===== src/rtl/target_coord_gen.sv =====
// -----------------------------------------------------------------------------
// target_coord_gen
// Turns the 4-bit random nibble stream into a legal, non-repeating target grid
// coordinate by rejection sampling. Each coordinate is built from two nibbles
// (high then low). The value is truncated to COORD_W bits and redrawn if it is
// out of range. A finished (x,y) pair that equals the last emitted target causes
// both coordinates to be redrawn.
//
// Ports
//   i_clk         system clock, rising edge
//   i_rst         synchronous active-high reset
//   i_start       request a new target (sampled only in IDLE)
//   i_rnd         random nibble
//   i_rnd_valid   i_rnd valid; consumed on every edge spent in a draw state
//   o_x, o_y      accepted coordinate, held until the next accept
//   o_valid       one-cycle pulse when o_x/o_y update
//   o_busy        high from start acceptance until the accept edge
//   o_reject_cnt  rejections for the current/last target, saturating at 255
// -----------------------------------------------------------------------------
module target_coord_gen #(
    parameter int X_MAX   = 39,
    parameter int Y_MAX   = 29,
    parameter int COORD_W = 6
) (
    input  logic               i_clk,
    input  logic               i_rst,
    input  logic               i_start,
    input  logic [3:0]         i_rnd,
    input  logic               i_rnd_valid,
    output logic [COORD_W-1:0] o_x,
    output logic [COORD_W-1:0] o_y,
    output logic               o_valid,
    output logic               o_busy,
    output logic [7:0]         o_reject_cnt
);

    localparam logic [2:0] S_IDLE  = 3'd0;
    localparam logic [2:0] S_X_HI  = 3'd1;
    localparam logic [2:0] S_X_LO  = 3'd2;
    localparam logic [2:0] S_Y_HI  = 3'd3;
    localparam logic [2:0] S_Y_LO  = 3'd4;
    localparam logic [2:0] S_CHECK = 3'd5;

    localparam logic [COORD_W-1:0] L_X_MAX = COORD_W'(X_MAX);
    localparam logic [COORD_W-1:0] L_Y_MAX = COORD_W'(Y_MAX);

    logic [2:0]         r_state;
    logic [3:0]         r_hi;        // high nibble of the coordinate being drawn
    logic [COORD_W-1:0] r_cx;
    logic [COORD_W-1:0] r_cy;
    logic               r_prev_vld;  // o_x/o_y hold a real target to avoid repeating

    // Candidate from {high nibble, current nibble}, truncated to COORD_W bits.
    logic [COORD_W-1:0] w_cand;
    logic               w_same;
    logic               w_draw;

    assign w_cand = COORD_W'({r_hi, i_rnd});
    assign w_same = r_prev_vld && (r_cx == o_x) && (r_cy == o_y);
    assign w_draw = i_rnd_valid;

    always_ff @(posedge i_clk) begin
        if (i_rst) begin
            r_state      <= S_IDLE;
            r_hi         <= 4'd0;
            r_cx         <= '0;
            r_cy         <= '0;
            r_prev_vld   <= 1'b0;
            o_x          <= '0;
            o_y          <= '0;
            o_valid      <= 1'b0;
            o_busy       <= 1'b0;
            o_reject_cnt <= 8'd0;
        end else begin
            o_valid <= 1'b0;
            case (r_state)
                S_IDLE: begin
                    if (i_start) begin
                        r_state      <= S_X_HI;
                        o_busy       <= 1'b1;
                        o_reject_cnt <= 8'd0;
                    end
                end
                S_X_HI: begin
                    if (w_draw) begin
                        r_hi    <= i_rnd;
                        r_state <= S_X_LO;
                    end
                end
                S_X_LO: begin
                    if (w_draw) begin
                        if (w_cand > L_X_MAX) begin
                            if (o_reject_cnt != 8'hFF) o_reject_cnt <= o_reject_cnt + 8'd1;
                            r_state <= S_X_HI;
                        end else begin
                            r_cx    <= w_cand;
                            r_state <= S_Y_HI;
                        end
                    end
                end
                S_Y_HI: begin
                    if (w_draw) begin
                        r_hi    <= i_rnd;
                        r_state <= S_Y_LO;
                    end
                end
                S_Y_LO: begin
                    if (w_draw) begin
                        // A y reject keeps the latched x and redraws y only.
                        if (w_cand > L_Y_MAX) begin
                            if (o_reject_cnt != 8'hFF) o_reject_cnt <= o_reject_cnt + 8'd1;
                            r_state <= S_Y_HI;
                        end else begin
                            r_cy    <= w_cand;
                            r_state <= S_CHECK;
                        end
                    end
                end
                S_CHECK: begin
                    if (w_same) begin
                        if (o_reject_cnt != 8'hFF) o_reject_cnt <= o_reject_cnt + 8'd1;
                        r_state <= S_X_HI;
                    end else begin
                        o_x        <= r_cx;
                        o_y        <= r_cy;
                        o_valid    <= 1'b1;
                        r_prev_vld <= 1'b1;
                        o_busy     <= 1'b0;
                        r_state    <= S_IDLE;
                    end
                end
                default: r_state <= S_IDLE;
            endcase
        end
    end

endmodule

===== config.mk =====
export PLATFORM = sky130hd
export DESIGN_NAME = target_coord_gen
export DESIGN_NICKNAME = d
export VERILOG_FILES = /design/src/rtl/target_coord_gen.sv
export SDC_FILE = /design/constraint.sdc
export NUM_CORES = 1
export LEC_CHECK = 0
export BUFFER_PORTS_ARGS = -buffer_cell sky130_fd_sc_hd__buf_2
export CORE_AREA = 2 2 70 72
export CTS_CLUSTER_SIZE = 40
export DETAILED_ROUTE_END_ITERATION = 10
export DIE_AREA = 0 0 72 74
export GPL_TIMING_DRIVEN = 0
export SLEW_MARGIN = 5
export SYNTH_ARGS = -nofsm -noshare
export SYNTH_HDL_FRONTEND = slang
export SYNTH_SLANG_ARGS = --single-unit

===== constraint.sdc =====
create_clock -name i_clk -period 3 [get_ports i_clk]
set_input_delay 0.6 -clock i_clk [delete_from_list [all_inputs] [get_ports i_clk]]
set_output_delay 0.6 -clock i_clk [all_outputs]
set_load 0.05 [all_outputs]

==> results by group <==
Outcome
  – Outcome: finished clean

Die
  – Die width: 72 um
  – Ports: 30
  – Core area: 4600 um^2
  – Initial Util: 43.5%
  – Die Ht: 74 um
  – Row cnt: 25
  – Die footprint: 5330 um^2

Finish
  – Nets@finish: 284
  – Diodes inserted: 0
  – Share of layout cells above drive strength 1: 15.9%
  – Area Growth Syn to Fin: 16.7%
  – FILL cells: 485

Worst hold path
  – Hold EP: r_prev_vld$_SDFFE_PP0P_
  – WHS Path Cells: 2
  – HP Start: r_prev_vld$_SDFFE_PP0P_
  – Hold Path Class: flop to flop

Timing
  – Slew Limit Fails: 0
  – Setup violations, final: 0
  – FMAX: 428 MHz
  – Final period util: 77.9%
  – Setup_tns: 0 ns
  – RSZ-0062 raised after global routing: no
  – Relative slew slack: 45.8%
  – Clk_skew: 0.00716 ns
  – Final min period: 2.34 ns
  – Slew @ Worst Pin: 0.811 ns
  – Final hold vios: 0
  – Fin worst setup slack: 0.662 ns

Job
  – Max-cap violations: 0

Power
  – Total power: 1.20 mW
  – Leak pwr: 1.07 nW
  – Cell Pwr Density: 514 nW/um^2
  – Worst VDD drop: 282 uV

Yosys
  – Synth area leaders: dfxtp_1 40%, mux2i_1 6.5%, nand3_1 5.3%, xor2_1 4.8%, a21oi_1 4.5%
  – Top-area cell type share of the netlist area: 40.0%
  – Post-synth EDFFs: 0
  – Yosys warning count: 0
  – Synthesized instance count: 240
  – Most area-hungry cell type in the Yosys netlist: dfxtp_1
  – Distinct cells, synth: 47
  – Synth Net Count: 249
  – FF+latch count, synth: 40
  – Register area share after synthesis: 40.0%
  – Top-count cell post-synth: dfxtp_1
  – Area of the mapped netlist: 2000 um^2
  – Dominant synthesized flop cell: dfxtp_1
  – Top cells by count, synth: 40 x dfxtp_1, 24 x nor2_1, 21 x nand3_1
  – Syn Area/Cell: 8.34 um^2
  – Ys async rst share: 0%

Route
  – Post-route DRC: 0
  – Routed length per instance: 15.2 um
  – Final wirelength: 5.02 mm
  – Final ANT Viol Nets: 0
  – DRT Pass-1 Iters: 4
  – Via count: 1878
  – DRT iter0 DRCs: 99
  – Via/cell ratio: 5.69

Clocking
  – Total clock sinks: 40
  – Longest Clk Path Bufs: 2
  – Root Buffer: clkbuf_8
  – CTS tree: yes
  – Clock slew at reported path FFs: 0.08 ns
  – CTS buffer count: 5
  – Cts hold-fix bufs: 0
  – Worst-skew pair later-pin latency: 0.30 ns
  – # Post-CTS Setup Buffers: 0
  – PostCTS Resize Cnt: 0
  – H-tree Lvls: 2

Worst setup path
  – R2r startpoint: r_state[1]$_SDFFE_PP0P_
  – CP endpoint kind: flop
  – Startpoint Class: flop
  – Arrival time worst endpoint: 2.51 ns
  – Register-to-Register Path Depth: 6
  – Critical Path Fanout Max: 10
  – Kind of critical path: flop to flop
  – CP required: 3.17 ns
  – Reg2reg end: o_reject_cnt[3]$_SDFFE_PP0P_
  – Internal reg-to-reg setup slack: 0.66 ns

Global routing
  – First-pass GRT wire length: 8.05 mm
  – Total GRT Usage: 19.6%
  – Vias in the first global route: 1666
  – Initial antenna violation count: 0
  – GRT overflow: 0
  – Pin count of the biggest net entering global routing: 13

Placed design
  – Pre-CTS worst setup slack: 0.544 ns
  – Gpl congestion: 0.849
  – Port bufs: 28
  – HPWL after DPL: 3.63 mm
==> worst max path at each step <==
stage	from	endpoint	slack (ns)	cells after the start
floorplan	o_x[1]$_SDFFE_PP0P_	o_reject_cnt[5]$_SDFFE_PP0P_	0.63	6
global placement	i_rnd_valid	o_reject_cnt[0]$_SDFFE_PP0P_	0.57	6
detailed placement	i_rnd_valid	o_reject_cnt[6]$_SDFFE_PP0P_	0.54	6
CTS	r_state[1]$_SDFFE_PP0P_	o_reject_cnt[0]$_SDFFE_PP0P_	0.68	6
global route	r_state[1]$_SDFFE_PP0P_	o_reject_cnt[3]$_SDFFE_PP0P_	0.37	6
finish	r_state[1]$_SDFFE_PP0P_	o_reject_cnt[3]$_SDFFE_PP0P_	0.66	6
==> critical path, stage by stage, from the launching register on <==
cell and delay (ns):
dfxtp_1 0.33, buf_2 0.20, nor3b_1 0.69, a221oi_1 0.32, nand4_1 0.31, a211o_1 0.26
o32ai_1 0.11
==> flip-flops by register name (all words and copies together) (netlist names) <==
register and flops:
o_busy 1, o_reject_cnt 8, o_valid 1, o_x 6, o_y 6, r_cx 6
r_cy 6, r_hi 2, r_prev_vld 1, r_state 3
==> per-stage QoR <==
step                hold slack, ns  cells  instance area, um^2  utilization (%)
floorplan                    0.446    240                 2000                -
global placement             0.474    322                 2210             48.0
detailed placement           0.482    322                 2210             48.0
CTS                          0.496    330                 2330             50.8
global route                 0.517    330                 2330             50.8
finish                       0.491    330                 2330             50.8
==> cell usage in the layout (no fill, tap or decap), drive strengths merged, types with 3 or more instances in the layout <==
cell	Yosys	layout
dfxtp	40	40
or3	3	3
o21ai	16	16
o32ai	4	4
a211oi	5	5
nand4	4	4
and3	5	5
inv	9	9
xor2	11	11
nand3	21	21
nor2b	4	4
mux2i	13	13
buf	5	33
clkbuf	11	18
nand2	9	9
o22ai	3	3
nor2	24	24
a21oi	19	19
==> per-layer routing <==
metal	share of wire [%]	track usage, %	vias to the layer above
met4	1.2	5.66	0
met5	0	0	-
li1	-	-	941
met1	51	28.2	896
met3	3.9	4.20	5
met2	44	29.8	36
==> power by group <==
group          switching [mW]  internal [mW]  leakage (nW)  total, mW
Combinational           0.108         0.0557         0.684      0.164
Sequential            0.00727          0.540         0.323      0.547
Clock                   0.196          0.294        0.0645      0.490
Total                   0.311          0.889          1.07       1.20
==> final cells by class <==
| cell class | instances | area [um^2] | area share, % |
|---|---|---|---|
| inverters | 9 | 33.8 | 1.45 |
| clock inverters | 1 | 30.0 | 1.29 |
| flip-flops and latches | 40 | 801 | 34.3 |
| clock buffers | 7 | 96.3 | 4.13 |
| repair buffers | 28 | 140 | 6.00 |
| well taps | 54 | 67.6 | 2.89 |
| multi-input cells | 175 | 1100 | 47.2 |
| plain buffers | 16 | 65.1 | 2.79 |
==> kinds of logic after synthesis <==
| group | synth area share, % |
|---|---|
| multiplexers | 7.07 |
| adder cells (fa/ha/maj) | 0.625 |
| buffers and inverters | 4.94 |
| AO/OA/AOI/OAI | 20.5 |
| AND/OR/NAND/NOR | 21.6 |
| flip-flops | 40.0 |
| XOR/XNOR | 5.25 |
Note: power is estimated with default switching activity, not from simulation.
